==> src/rtl/instr_encoder.sv <==
// instr_encoder: registered RV32I instruction encoder with a one-deep valid/ready output stage.
// Build option: define INSTR_ENC_CTRLFLOW_EN to encode BRANCH, JAL and JALR (otherwise they are illegal).
module instr_encoder (
  input  logic        clk,
  input  logic        rst,
  input  logic        in_valid,
  output logic        in_ready,
  input  logic [3:0]  in_kind,
  input  logic [3:0]  in_alu_op,
  input  logic [2:0]  in_f3,
  input  logic [4:0]  in_rd,
  input  logic [4:0]  in_rs1,
  input  logic [4:0]  in_rs2,
  input  logic [31:0] in_imm,
  output logic        out_valid,
  input  logic        out_ready,
  output logic [31:0] out_instr,
  output logic        out_err,
  output logic [15:0] enc_count,
  output logic [7:0]  err_count
);

  localparam logic [3:0] KIND_R      = 4'd0;
  localparam logic [3:0] KIND_IALU   = 4'd1;
  localparam logic [3:0] KIND_LOAD   = 4'd2;
  localparam logic [3:0] KIND_STORE  = 4'd3;
  localparam logic [3:0] KIND_BRANCH = 4'd4;
  localparam logic [3:0] KIND_JAL    = 4'd5;
  localparam logic [3:0] KIND_JALR   = 4'd6;
  localparam logic [3:0] KIND_LUI    = 4'd7;
  localparam logic [3:0] KIND_AUIPC  = 4'd8;

  localparam logic [6:0] OP_R      = 7'b0110011;
  localparam logic [6:0] OP_IALU   = 7'b0010011;
  localparam logic [6:0] OP_LOAD   = 7'b0000011;
  localparam logic [6:0] OP_STORE  = 7'b0100011;
  localparam logic [6:0] OP_BRANCH = 7'b1100011;
  localparam logic [6:0] OP_JAL    = 7'b1101111;
  localparam logic [6:0] OP_JALR   = 7'b1100111;
  localparam logic [6:0] OP_LUI    = 7'b0110111;
  localparam logic [6:0] OP_AUIPC  = 7'b0010111;

  localparam logic [3:0] ALU_SUB = 4'b0001;

  function automatic logic fits_simm12(input logic [31:0] imm);
    return (imm[31:11] == 21'h000000) || (imm[31:11] == 21'h1FFFFF);
  endfunction

`ifdef INSTR_ENC_CTRLFLOW_EN
  function automatic logic fits_bimm(input logic [31:0] imm);
    return ((imm[31:12] == 20'h00000) || (imm[31:12] == 20'hFFFFF)) && (imm[0] == 1'b0);
  endfunction

  function automatic logic fits_jimm(input logic [31:0] imm);
    return ((imm[31:20] == 12'h000) || (imm[31:20] == 12'hFFF)) && (imm[0] == 1'b0);
  endfunction
`else
  logic ctrl_unused_s;
  assign ctrl_unused_s = ^in_f3;
`endif

  logic        alu_bad_s;
  logic        is_shift_s;
  logic [2:0]  alu_f3_s;
  logic [6:0]  alu_f7_s;
  logic [31:0] raw_instr_s;
  logic [31:0] enc_instr_s;
  logic        enc_err_s;
  logic        accept_s;
  logic        xfer_s;

  assign in_ready = !rst && (!out_valid || out_ready);
  assign accept_s = in_valid && in_ready;
  assign xfer_s   = out_valid && out_ready;

  // ALU operation to funct3/funct7 translation.
  always_comb begin
    alu_bad_s  = 1'b0;
    is_shift_s = 1'b0;
    alu_f3_s   = 3'b000;
    alu_f7_s   = 7'h00;
    case (in_alu_op)
      4'b0000: alu_f3_s = 3'b000;
      4'b0001: begin alu_f3_s = 3'b000; alu_f7_s = 7'h20; end
      4'b0010: alu_f3_s = 3'b111;
      4'b0011: alu_f3_s = 3'b110;
      4'b0100: alu_f3_s = 3'b100;
      4'b0101: begin alu_f3_s = 3'b001; is_shift_s = 1'b1; end
      4'b0110: begin alu_f3_s = 3'b101; is_shift_s = 1'b1; end
      4'b0111: begin alu_f3_s = 3'b101; alu_f7_s = 7'h20; is_shift_s = 1'b1; end
      4'b1000: alu_f3_s = 3'b010;
      4'b1001: alu_f3_s = 3'b011;
      default: alu_bad_s = 1'b1;
    endcase
  end

  // Instruction word assembly and legality checks for the presented request.
  always_comb begin
    raw_instr_s = 32'h0000_0000;
    enc_err_s   = 1'b0;
    case (in_kind)
      KIND_R: begin
        if (alu_bad_s) begin
          enc_err_s = 1'b1;
        end else begin
          raw_instr_s = {alu_f7_s, in_rs2, in_rs1, alu_f3_s, in_rd, OP_R};
        end
      end
      KIND_IALU: begin
        if (alu_bad_s || (in_alu_op == ALU_SUB)) begin
          enc_err_s = 1'b1;
        end else if (is_shift_s) begin
          // Shifts carry funct7 in the upper immediate bits, so only a 5-bit amount is legal.
          if (in_imm[31:5] != 27'h0) begin
            enc_err_s = 1'b1;
          end else begin
            raw_instr_s = {alu_f7_s, in_imm[4:0], in_rs1, alu_f3_s, in_rd, OP_IALU};
          end
        end else if (!fits_simm12(in_imm)) begin
          enc_err_s = 1'b1;
        end else begin
          raw_instr_s = {in_imm[11:0], in_rs1, alu_f3_s, in_rd, OP_IALU};
        end
      end
      KIND_LOAD: begin
        if (!fits_simm12(in_imm)) begin
          enc_err_s = 1'b1;
        end else begin
          raw_instr_s = {in_imm[11:0], in_rs1, 3'b010, in_rd, OP_LOAD};
        end
      end
      KIND_STORE: begin
        if (!fits_simm12(in_imm)) begin
          enc_err_s = 1'b1;
        end else begin
          raw_instr_s = {in_imm[11:5], in_rs2, in_rs1, 3'b010, in_imm[4:0], OP_STORE};
        end
      end
`ifdef INSTR_ENC_CTRLFLOW_EN
      KIND_BRANCH: begin
        if (!fits_bimm(in_imm) || (in_f3 == 3'b010) || (in_f3 == 3'b011)) begin
          enc_err_s = 1'b1;
        end else begin
          raw_instr_s = {in_imm[12], in_imm[10:5], in_rs2, in_rs1, in_f3,
                         in_imm[4:1], in_imm[11], OP_BRANCH};
        end
      end
      KIND_JAL: begin
        if (!fits_jimm(in_imm)) begin
          enc_err_s = 1'b1;
        end else begin
          raw_instr_s = {in_imm[20], in_imm[10:1], in_imm[11], in_imm[19:12], in_rd, OP_JAL};
        end
      end
      KIND_JALR: begin
        if (!fits_simm12(in_imm)) begin
          enc_err_s = 1'b1;
        end else begin
          raw_instr_s = {in_imm[11:0], in_rs1, 3'b000, in_rd, OP_JALR};
        end
      end
`endif
      KIND_LUI:   raw_instr_s = {in_imm[31:12], in_rd, OP_LUI};
      KIND_AUIPC: raw_instr_s = {in_imm[31:12], in_rd, OP_AUIPC};
      default:    enc_err_s = 1'b1;
    endcase
  end

  assign enc_instr_s = enc_err_s ? 32'h0000_0000 : raw_instr_s;

  // Output stage: load on accept, empty after an unreplaced transfer, hold while stalled.
  always_ff @(posedge clk) begin
    if (rst) begin
      out_valid <= 1'b0;
      out_instr <= 32'h0000_0000;
      out_err   <= 1'b0;
    end else if (accept_s) begin
      out_valid <= 1'b1;
      out_instr <= enc_instr_s;
      out_err   <= enc_err_s;
    end else if (xfer_s) begin
      out_valid <= 1'b0;
    end
  end

  // Transfer statistics: legal words wrap, illegal words saturate.
  always_ff @(posedge clk) begin
    if (rst) begin
      enc_count <= 16'd0;
      err_count <= 8'd0;
    end else if (xfer_s) begin
      if (!out_err) begin
        enc_count <= enc_count + 16'd1;
      end else if (err_count != 8'hFF) begin
        err_count <= err_count + 8'd1;
      end
    end
  end

endmodule

==> config.mk <==
export PLATFORM = sky130hd
export DESIGN_NAME = instr_encoder
export DESIGN_NICKNAME = d
export VERILOG_FILES = /design/src/rtl/instr_encoder.sv
export SDC_FILE = /design/constraint.sdc
export NUM_CORES = 1
export LEC_CHECK = 0
export ABC_AREA = 1
export BUFFER_PORTS_ARGS = -buffer_cell sky130_fd_sc_hd__buf_2
export CAP_MARGIN = 40
export CORE_ASPECT_RATIO = 2
export CORE_MARGIN = 2
export CORE_UTILIZATION = 51
export DETAILED_ROUTE_END_ITERATION = 10
export PLACE_DENSITY = 0.83
export SYNTH_ARGS = -nofsm -noshare
export SYNTH_HDL_FRONTEND = slang
export SYNTH_SLANG_ARGS = --single-unit
export TNS_END_PERCENT = 20
==> constraint.sdc <==
create_clock -name clk -period 2.1 [get_ports clk]
set_clock_uncertainty 0.1 [all_clocks]
set_input_delay 0.42 -clock clk [delete_from_list [all_inputs] [get_ports clk]]
set_output_delay 0.42 -clock clk [all_outputs]
set_load 0.02 [all_outputs]
==> results by group <==
Drt
  – Routed WL per cell: 14.56 um
  – WL final: 12.07 mm
  – Initial DRT Pass Iterations: 7
  – Antenna-violating nets left: 0
  – Vias: between 4000 and 5000
  – DRC violations left: 0
  – Vias/cell: 5.530
  – Detailed Route Iter0 Violations: 230

Setup path
  – R2R cell count: 10
  – WP data required: about 2.2 ns
  – Worst setup path start: err_count[0]$_SDFFE_PP0P_
  – CP peak stage delay: slightly above 0.4 ns
  – WP depth: 10
  – Setup crit end: err_count[5]$_SDFFE_PP0P_
  – WS Path Type: flip-flop to flip-flop
  – Worst path cell trace: ha_1 -> inv_1 -> nor4_4 -> nand3_1 -> nand2_1 -> inv_1 -> nand2_1 -> nor2_1 -> a21oi_1 -> nor2_1
  – Crit path max fanout: 7
  – Buffers & Inverters on Critical Path: 2
  – Reg-to-reg endpoint: err_count[5]$_SDFFE_PP0P_
  – CP max stage cell: dfxtp_1
  – CP Data Arrival Time: 2.03 ns
  – CP startpoint kind: flip-flop
  – Worst r2r src: err_count[0]$_SDFFE_PP0P_
  – Reg2reg setup slack: roughly 0.15 ns
  – CP top delay family: simple AND/OR/NAND/NOR gates
  – CP endpoint kind: flip-flop

Timing
  – TNS Setup: 0 ns
  – Tmin final: 1.946 ns
  – Final Hold Fails: 0
  – Fin worst setup slack: 0.1544 ns
  – Fin crit share: 0.9265
  – Rel. slew slack: 0.5063
  – Slew Limit Fails: 0
  – RSZ-0062 raised after global routing: false
  – Slew @ Worst Pin: roughly 0.74 ns
  – Setup violations, final: 0
  – F_max: just over 500 MHz

Floorplanning
  – Num ports: around 120
  – Initial Util: 0.5288
  – # rows: 43
  – Die extent in x: roughly 64 um
  – Core Area: 0.006940 sq mm
  – Die area: a little under 0.008 sq mm
  – Chip height: 124.0 um

Global route
  – First-pass GRT wire length: 19.15 mm
  – Initial antenna violation count: 0
  – Largest net degree at the start of global routing: 32
  – Vias in the first global route: roughly 4200
  – Gr ovfl total: 0
  – GRT Util Overall: 0.3049

Clock network
  – Root buf cell: clkbuf_16
  – TritonCTS clock tree: built
  – Clock Tree Buf Depth: 2
  – Hold_buf cts: 0
  – Setup Buffers After CTS: 0
  – Skew-Pair Late Insertion Delay: 0.29 ns
  – Clock slew at reported path FFs: around 0.070 ns
  – CTS Buf Count: 5
  – Clock sinks: 55
  – H-Tree Depth: 2

Power and ir drop
  – Max VDD drop: 355.5 uV
  – LEAKAGE: 2.265 nW
  – Power density cells: 501.7 mW/mm^2
  – Power Total: around 2.3 mW

Synthesis
  – FF+latch count, synth: 55
  – Synth Instances: 616
  – Primary FF master, synth: dfxtp_1
  – Post-synth ARST share: 0
  – Post-synthesis cell type count: 37
  – Sequential area share after synthesis: 0.3000
  – Syn Area/Cell: 5.957 sq um
  – Synth warn: 0
  – Mapped Area: approximately 0.0037 sq mm
  – EDFF count, synth: 0

Placement
  – Placement Cell Area: 0.004429 sq mm
  – Post-DP HPWL: 9.417 mm
  – Setup slack at placement: -0.04108 ns
  – GP Congestion: around 0.96
  – Port Buffers: 115

Finish
  – Area delta synth->final: 25.61%
  – Post-route cell area: 0.004609 sq mm
  – ANT cells: 0
  – Layout cells sized above 1: 0.2273
  – Final Core Density: 0.6641
  – Nets: 802

Run
  – Max-cap violations: 0

Worst hold path
  – Hold WC Path Type: input pin to flip-flop

Status
  – Outcome: complete, no violations
[logic make-up after synthesis]
family,synth area share
AND/OR/NAND/NOR,0.4368
buffers and inverters,0.1139
AO/OA/AOI/OAI,0.1391
flip-flops,0.3000
adder cells (fa/ha/maj),0.006818
XOR/XNOR,0.002387
other,0.001022
[final cells by class]
cell class	instances	area, sq um
Fill cell	667	2331
Sequential cell	55	1101
Multi-Input combinational cell	461	2178
Timing Repair Buffer	141	783.3
Clock buffer	8	156.4
Inverter	74	277.8
Tap cell	90	112.6
[metrics by stage]
| step | instances | hold WS, ns |
|---|---|---|
| after floorplan | 617 | 0.4374 |
| after global placement | 821 | 0.3403 |
| final | 829 | 0.2728 |
| after CTS | 829 | 0.2777 |
| after global routing | 829 | 0.3037 |
| after detailed placement | 821 | 0.3502 |
[flip-flops by register name, summed over array words and instances (netlist names)]
name       count
out_instr     29
enc_count     16
err_count      8
out_err        1
out_valid      1
[how the worst min path moves through the flow]
stage          depth (start not counted)                    endpoint  slack, ns                       start
2_1_floorplan                          2      out_valid$_SDFFE_PP0P_       0.44                    in_valid
3_3_place_gp                           1  enc_count[15]$_SDFFE_PP0P_       0.34  enc_count[15]$_SDFFE_PP0P_
3_5_place_dp                           1  enc_count[15]$_SDFFE_PP0P_       0.35  enc_count[15]$_SDFFE_PP0P_
4_1_cts                                3      out_valid$_SDFFE_PP0P_       0.28                    in_valid
5_1_grt                                3  out_instr[19]$_SDFFE_PP0P_       0.30                   in_rs1[4]
6_report                               3      out_valid$_SDFFE_PP0P_       0.27                    in_valid
[worst reg2reg max path: stages, from the launching register on]
cell and delay [ns]:
dfxtp_1 0.41, ha_1 0.18, inv_1 0.08, nor4_4 0.27
nand3_1 0.13, nand2_1 0.16, inv_1 0.14, nand2_1 0.11
nor2_1 0.06, a21oi_1 0.14, nor2_1 0.05
[routing by layer]
layer  GRT usage  routed length, um
met5           0                  0
met4      0.1861                622
met3     0.03433                576
met2      0.5749               6483
met1      0.3142               4390
[report_power, final]
group	switching [mW]	leakage, nW	internal (mW)
logic	0.245	1.74	0.126
clock network	0.361	0.0772	0.508
registers	0.0131	0.444	1.06
total	0.620	2.26	1.69
[cells in the final DEF (no fill, tap or decap), drive strengths merged]
cell / count
inv: 73
o211ai: 1
nand3: 86
nor4: 2
ha: 2
dfxtp: 55
xor2: 1
nand4: 20
buf: 141
a21boi: 5
a21oi: 51
clkbuf: 8
conb: 2
o22ai: 1
clkinv: 1
and2: 1
nor3b: 2
a31oi: 2
nor2: 77
a22oi: 1
nor3: 8
o21ai: 33
nand2: 166
[synthesized netlist by cell type (all sizes together), types with 5 or more instances]
cell type | number | area [sq um]
nand2 | 166 | 633.1
nand3 | 86 | 442.9
nor2 | 77 | 299.0
inv | 73 | 274.0
dfxtp | 55 | 1101
a21oi | 51 | 274.0
o21ai | 33 | 165.2
nand4 | 20 | 131.4
buf | 16 | 98.84
clkbuf | 11 | 41.29
nor3 | 8 | 56.31
a21boi | 5 | 37.54
[repair_timing]
action	in CTS	in global routing
cloned	0	0
resized for setup	1	2
endpoints found under the setup margin	1	2
Note: power is estimated with default switching activity, not from simulation.
